==> src/rtl/ifu_ibuf_pkg.sv <==
// Shared core constants and the instruction-buffer entry layout.
`timescale 1ns / 1ps
package ifu_ibuf_pkg;

    localparam int unsigned ILEN    = 32;
    localparam int unsigned XLEN    = 32;
    localparam int unsigned IBUF_EW = 65;

    localparam logic [1:0] RV32_LEN = 2'b11;

    typedef struct packed {
        logic            ilgl;
        logic [XLEN-1:0] pc;
        logic [ILEN-1:0] in;
    } ibuf_entry_t;

    // Any low-bit pattern other than 2'b11 marks a compressed or non-RV32 encoding.
    function automatic logic is_ilgl(input logic [ILEN-1:0] ins);
        return ins[1:0] != RV32_LEN;
    endfunction

endpackage

==> src/rtl/ibuf_fifo.sv <==
// Generic circular FIFO with async-reset pointers, occupancy count and synchronous clear.
`timescale 1ns / 1ps
module ibuf_fifo #(
    parameter int unsigned Width = 65,
    parameter int unsigned Depth = 2,
    parameter int unsigned Aw    = $clog2(Depth)
) (
    input  logic             clk,
    input  logic             rst_n,
    input  logic             clr_i,
    input  logic             push_i,
    input  logic             pop_i,
    input  logic [Width-1:0] wdata_i,
    output logic [Width-1:0] rdata_o,
    output logic [Aw:0]      cnt_o,
    output logic             full_o,
    output logic             empty_o
);

    localparam logic [Aw:0] FullCnt = (Aw + 1)'(Depth);

    logic [Width-1:0] mem_q [Depth];
    logic [Aw-1:0]    wp_q;
    logic [Aw-1:0]    rp_q;
    logic [Aw:0]      cnt_q;

    always_ff @(posedge clk or negedge rst_n) begin
        if (!rst_n) begin
            wp_q  <= '0;
            rp_q  <= '0;
            cnt_q <= '0;
            for (int i = 0; i < int'(Depth); i++) begin
                mem_q[i] <= '0;
            end
        end else if (clr_i) begin
            // Storage is intentionally left intact; only the pointers are reset.
            wp_q  <= '0;
            rp_q  <= '0;
            cnt_q <= '0;
        end else begin
            if (push_i) begin
                mem_q[wp_q] <= wdata_i;
                wp_q        <= wp_q + 1'b1;
            end
            if (pop_i) begin
                rp_q <= rp_q + 1'b1;
            end
            if (push_i && !pop_i) begin
                cnt_q <= cnt_q + 1'b1;
            end else if (pop_i && !push_i) begin
                cnt_q <= cnt_q - 1'b1;
            end
        end
    end

    assign rdata_o = mem_q[rp_q];
    assign cnt_o   = cnt_q;
    assign full_o  = (cnt_q == FullCnt);
    assign empty_o = (cnt_q == '0);

endmodule

==> src/rtl/ifu_ibuf.sv <==
// Fetch-to-decode instruction buffer with flush masking and illegal-encoding marker.
// Optional zero-latency bypass when empty is enabled by defining IFU_IBUF_BYPASS_EN.
`timescale 1ns / 1ps
module ifu_ibuf
    import ifu_ibuf_pkg::*;
#(
    parameter int unsigned DEPTH = 2,
    parameter int unsigned AW    = $clog2(DEPTH)
) (
    input  logic            clk,
    input  logic            rst_n,
    input  logic            i_val,
    output logic            o_rdy,
    input  logic [ILEN-1:0] i_in,
    input  logic [XLEN-1:0] i_pc,
    input  logic            i_flush,
    output logic            o_val,
    input  logic            i_rdy,
    output logic [ILEN-1:0] o_in,
    output logic [XLEN-1:0] o_pc,
    output logic            o_ilgl,
    output logic [AW:0]     o_cnt
);

    ibuf_entry_t wr_entry;
    ibuf_entry_t rd_entry;
    ibuf_entry_t head;
    logic        full;
    logic        empty;
    logic        push;
    logic        pop;

    assign wr_entry = '{ilgl: is_ilgl(i_in), pc: i_pc, in: i_in};

    // Only a non-empty buffer can be popped; flush discards both sides.
    assign pop   = ~empty & i_rdy & ~i_flush;
    assign o_rdy = ~full;

`ifdef IFU_IBUF_BYPASS_EN
    logic byp;
    assign byp   = empty & i_val & ~i_flush;
    assign o_val = (~empty | i_val) & ~i_flush;
    assign head  = byp ? wr_entry : rd_entry;
    // A bypassed entry taken by decode this cycle never gets written.
    assign push  = i_val & ~full & ~i_flush & ~(byp & i_rdy);
`else
    assign o_val = ~empty & ~i_flush;
    assign head  = rd_entry;
    assign push  = i_val & ~full & ~i_flush;
`endif

    ibuf_fifo #(
        .Width (IBUF_EW),
        .Depth (DEPTH),
        .Aw    (AW)
    ) u_fifo (
        .clk     (clk),
        .rst_n   (rst_n),
        .clr_i   (i_flush),
        .push_i  (push),
        .pop_i   (pop),
        .wdata_i (wr_entry),
        .rdata_o (rd_entry),
        .cnt_o   (o_cnt),
        .full_o  (full),
        .empty_o (empty)
    );

    assign o_in   = head.in;
    assign o_pc   = head.pc;
    assign o_ilgl = head.ilgl;

endmodule

==> config.mk <==
export PLATFORM = sky130hd
export DESIGN_NAME = ifu_ibuf
export DESIGN_NICKNAME = d
export VERILOG_FILES = /design/src/rtl/ifu_ibuf_pkg.sv /design/src/rtl/ibuf_fifo.sv /design/src/rtl/ifu_ibuf.sv
export SDC_FILE = /design/constraint.sdc
export NUM_CORES = 1
export LEC_CHECK = 0
export BUFFER_PORTS_ARGS = -buffer_cell sky130_fd_sc_hd__clkbuf_2
export CAP_MARGIN = 5
export CORE_ASPECT_RATIO = 2
export CORE_UTILIZATION = 45
export CTS_CLUSTER_SIZE = 8
export DETAILED_ROUTE_END_ITERATION = 12
export GPL_TIMING_DRIVEN = 0
export PLACE_DENSITY_LB_ADDON = 0.12
export SLEW_MARGIN = 0
export SYNTH_ARGS = -nofsm -noshare
export SYNTH_HDL_FRONTEND = slang
export SYNTH_HIERARCHICAL = 1
export SYNTH_SLANG_ARGS = --single-unit
==> constraint.sdc <==
create_clock -name clk -period 2.91 [get_ports clk]
set_input_delay 0.873 -clock clk [delete_from_list [all_inputs] [get_ports clk]]
set_output_delay 0.873 -clock clk [all_outputs]
set_load 0.05 [all_outputs]
After elaboration in Yosys (flattened, before gate mapping)
Index checks and enable logic that the tools add are counted.
Operators by class
  $add $sub $neg: 4
  magnitude comparators: 3
  equal/unequal tests: 2
  muxes and demuxes: 13
  bitwise operators: 10
  reductions and logical operators: 10
Operators by type and width (number)
  65-bit two-way mux: 4
  130-bit bitwise mux: 1
  65-bit demux with 1-bit select: 1
  2-bit two-way mux: 3
  1-bit AND: 5
  2-bit >= comparator (second input constant): 2
  1-bit two-way mux: 4
  1-bit inverter with 2-bit output: 2
  2-bit nonzero test: 2
  1-bit logical AND: 3
  1-bit inverter: 3
  3-bit nonzero test: 1
  1-bit adder (second input constant): 2
  2-bit by 1-bit adder with 2-bit output (second input constant): 1
  2-bit == test (second input constant): 1
  1-bit logical NOT: 2
  2-bit logical NOT: 1
  2-bit by 1-bit < comparator with 1-bit output (second input constant): 1
  2-bit inequality test (second input constant): 1
  2-bit AND reduction: 1
  2-bit by 1-bit subtractor with 2-bit output (second input constant): 1
Word-level totals
  bits in registers: 134
  bits of input ports: 69
  logic and storage cells: 47

Depth between registers and ports, before layout
  depth in word-level cells: 9
  mapped depth: 6

By module
Netlist, hierarchy kept.
Modules (own cells, without submodules)
  ibuf_fifo: times used 1, cells each 366, area an instance 5853.1 um^2
  ifu_ibuf: times used 1, cells each 5, area an instance 26.3 um^2

Least setup slack after synthesis
No wires, ideal clock.
  path kind: input-to-output
  start: input port i_flush
  end: output port o_val
  data arrival time: 1527 ps
  required time: 2037 ps
  path slack: 510 ps
  stages on the path: 1
  cells stage by stage: nor2_1
On the way
  word-level cells in the longest chain between the ends: 2
Ends and longest elaborated chain
  from (decl): line ifu_ibuf.sv:16  | input logic i_flush,
  1-bit inverter (no line)
  1-bit AND: line ifu_ibuf.sv:47  | assign o_val = ~empty & ~i_flush;
  to (decl): line ifu_ibuf.sv:17  | output logic o_val,
No other way between the ends.

Final worst setup path
  start: register u_fifo.rp_q
  end: output port o_pc[12]
On the way
  word-level cells in the longest chain between the ends: 4
Ends and longest elaborated chain
  from (decl): line ibuf_fifo.sv:24  | logic [Aw-1:0] rp_q;
  from (signal assigned): line ibuf_fifo.sv:46  | rp_q <= rp_q + 1'b1;
  1-bit inverter with 2-bit output (not written as such): line ibuf_fifo.sv:56  | assign rdata_o = mem_q[rp_q];
  65-bit two-way mux (not written as such) (3 in a row): line ibuf_fifo.sv:56
  to (decl): line ifu_ibuf.sv:20  | output logic [XLEN-1:0] o_pc,
No other way between the ends. The select of a mux whose other input is x is not followed.

==> metrics.txt <==
status=complete, no violations; Hold Path Class=in -> async; Setup crit start kind=flop; mapped cell area=0.005879 mm^2; vias in the first global route=3991; Placement Setup Slack=-56.04 ps; # diodes=0; Vias=3595; Finish-stage setup viols=0; hold buffers post-CTS=0; achievable frequency=357.6 MHz; hold violation count in the final report=0; final net count=597; WP data required=2040 ps; crit-path leading delay family=buffers and inverters; Core Box Area=0.01263 mm^2; syn_nets=440; TritonCTS clock tree=done; multi-input logic area=0.002328 mm^2; Ys Warns=6; root buffer cell=clkbuf_16; Synth cell types=20; Area growth syn-to-layout=27.35%; CTS buffer count=17; largest net degree at the start of global routing=120; Placer Congestion=0.7213; PD cells=1016 mW/mm^2; synth top area cells=dfrtp_1 (57%), mux2_2 (24%), mux2_1 (13%); Worst VDD drop=0.0006261 V; Period minus WS final=2796 ps; CTS Sinks=134; die area=0.01355 mm^2; Buf+Inv Stages, Crit Path=3; Clock Latency Late Sink=400 ps; Max FO, Critical Path=10; number of max-cap violations=0; setup ws final=113.8 ps; sequential fraction of the synthesis area=0.5703; CP Cell Sequence=buf_2 -> buf_4 -> mux2_2 -> clkbuf_2; share of the synthesized area in the top cell type=0.5703; Worst path max stage delay=360 ps; drt total wl=12.22 mm; WP data arrival=1920 ps; Crit-path slowest cell=mux2_2; clock-pin slew on the worst setup and hold paths=60 ps; reg-to-reg slack, setup=470 ps; register area=0.003353 mm^2; drt initial violations=113; DRT Pass-1 Iters=4; drt via density=5.203; Fill cells=1050; antenna violations before repair=0; RSZ-0062 raised after global routing=no; Die H=163.7 um; Top Ports=138; num rows=58; Die Width=82.83 um; CTS H-Tree Depth=4; cell count after synthesis=371; Mapped Avg Cell Area=15.85 um^2; GRT overflow=0; Synth area leader=dfrtp_1; final worst-path cycle share=0.9609; drt wl/cell=17.68 um; HPWL Detailed=8.837 mm; Initial Utilization=0.4656; Resized Gates After CTS=4; total setup buffers inserted after CTS=0; PortBufs=137; Worst setup EP type=output pin; GRT Total Usage=0.1884; Worst Tran Pin Value=807.1 ps; crit path kind=reg -> out; share of layout cells above drive strength 1=0.5804; Clock Skews=5.920 ps; Longest Clk Path Bufs=2; Leak=3.563 nW; Max transition margin=0.4608; first-pass GRT wire length=19.60 mm; Final Core Density=0.5929; Slew Viols, Final=0; antenna-violating nets left=0; Synth Register Bits=134; DRC viols=0
==> worst reg2reg max path: cells and delay by family (launching register included) <==
kind / cells / cell delay, ps
AND/OR/NAND/NOR: 3 / 1160
multiplexers: 1 / 330
buffers and inverters: 2 / 410
flip-flops: 1 / 410
==> state kept, by name (all words and copies together) (netlist names) <==
name          cells
u_fifo/wp_q       1
u_fifo/cnt_o      2
u_fifo/mem_q    130
u_fifo/rp_q       1
==> placed cells by master (no fill, tap or decap), drive strengths merged <==
cell type,n
and3b,1
buf,21
bufinv,7
clkbuf,158
clkinv,5
dfrtp,134
inv,1
mux2,195
nand2,1
nand3b,1
nor2,5
nor2b,1
nor3,1
nor3b,5
o21ai,1
xnor2,3
xor2,1
==> per-stage QoR <==
step                      hold WS [ps]  power [mW]  setup TNS, ps  cell area [um^2]  cells
final                            309.8       7.606              0              7487    691
after CTS                        296.8       7.699              0              7485    691
after floorplan                  454.1       4.624              0              5879    371
after global routing             303.4       7.943              0              7487    691
after global placement           462.4       5.086        -134710              6753    658
after detailed placement         472.5       5.193          -1811              6789    659
==> power by group <==
part           internal (mW)  switching (mW)
clock                   1.70           0.774
sequential              2.44           0.265
combinational          0.857            1.57
total                   4.99            2.61
==> cell type report <==
cell class | count | share of cell area
clock inverter | 12 | 0.03342
sequential | 134 | 0.4479
clock buffer | 20 | 0.05832
buffer | 21 | 0.02741
multi-input combinational | 215 | 0.3110
inverter | 1 | 0.0005013
timing repair buffer | 138 | 0.09642
tap | 150 | 0.02507
==> synth_stat cells, drive strengths merged <==
cell    number
mux2       195
dfrtp      134
buf         20
nor2         5
nor3b        5
xnor2        3
and3b        1
clkbuf       1
inv          1
nand2        1
nand3b       1
nor2b        1
nor3         1
o21ai        1
xor2         1
==> routing by layer <==
metal  wire length, um  GRT usage  vias up  part of all wire
met3               542    0.04598       17             0.044
li1                  -          -     1646                 -
met1              4504     0.1993     1837              0.37
met4               269    0.08542        0             0.022
met5                 0          0        -                 0
met2              6898     0.3487       95              0.56
==> cell families after synthesis <==
kind of cell    share of synthesized area
buf+inv                           0.03362
flops                              0.5703
compound gates                  0.0008504
mux                                0.3735
simple gates                      0.01575
xor+xnor                         0.005960
==> worst paths after layout <==
check                           cells past startpoint                         start                            to
worst max-delay path                                4       u_fifo/rp_q$_DFFE_PN0P_                      o_pc[12]
worst min-delay path                                1                         rst_n  u_fifo/mem_q[48]$_DFFE_PN0P_
worst max register to register                      6   u_fifo/cnt_o[1]$_DFFE_PN0P_  u_fifo/mem_q[65]$_DFFE_PN0P_
max in group asynchronous                           2                         rst_n  u_fifo/mem_q[29]$_DFFE_PN0P_
worst min register to register                      1  u_fifo/mem_q[84]$_DFFE_PN0P_  u_fifo/mem_q[84]$_DFFE_PN0P_
min in group clk                                    1  u_fifo/mem_q[84]$_DFFE_PN0P_  u_fifo/mem_q[84]$_DFFE_PN0P_
(Power assumes the default switching activity.)
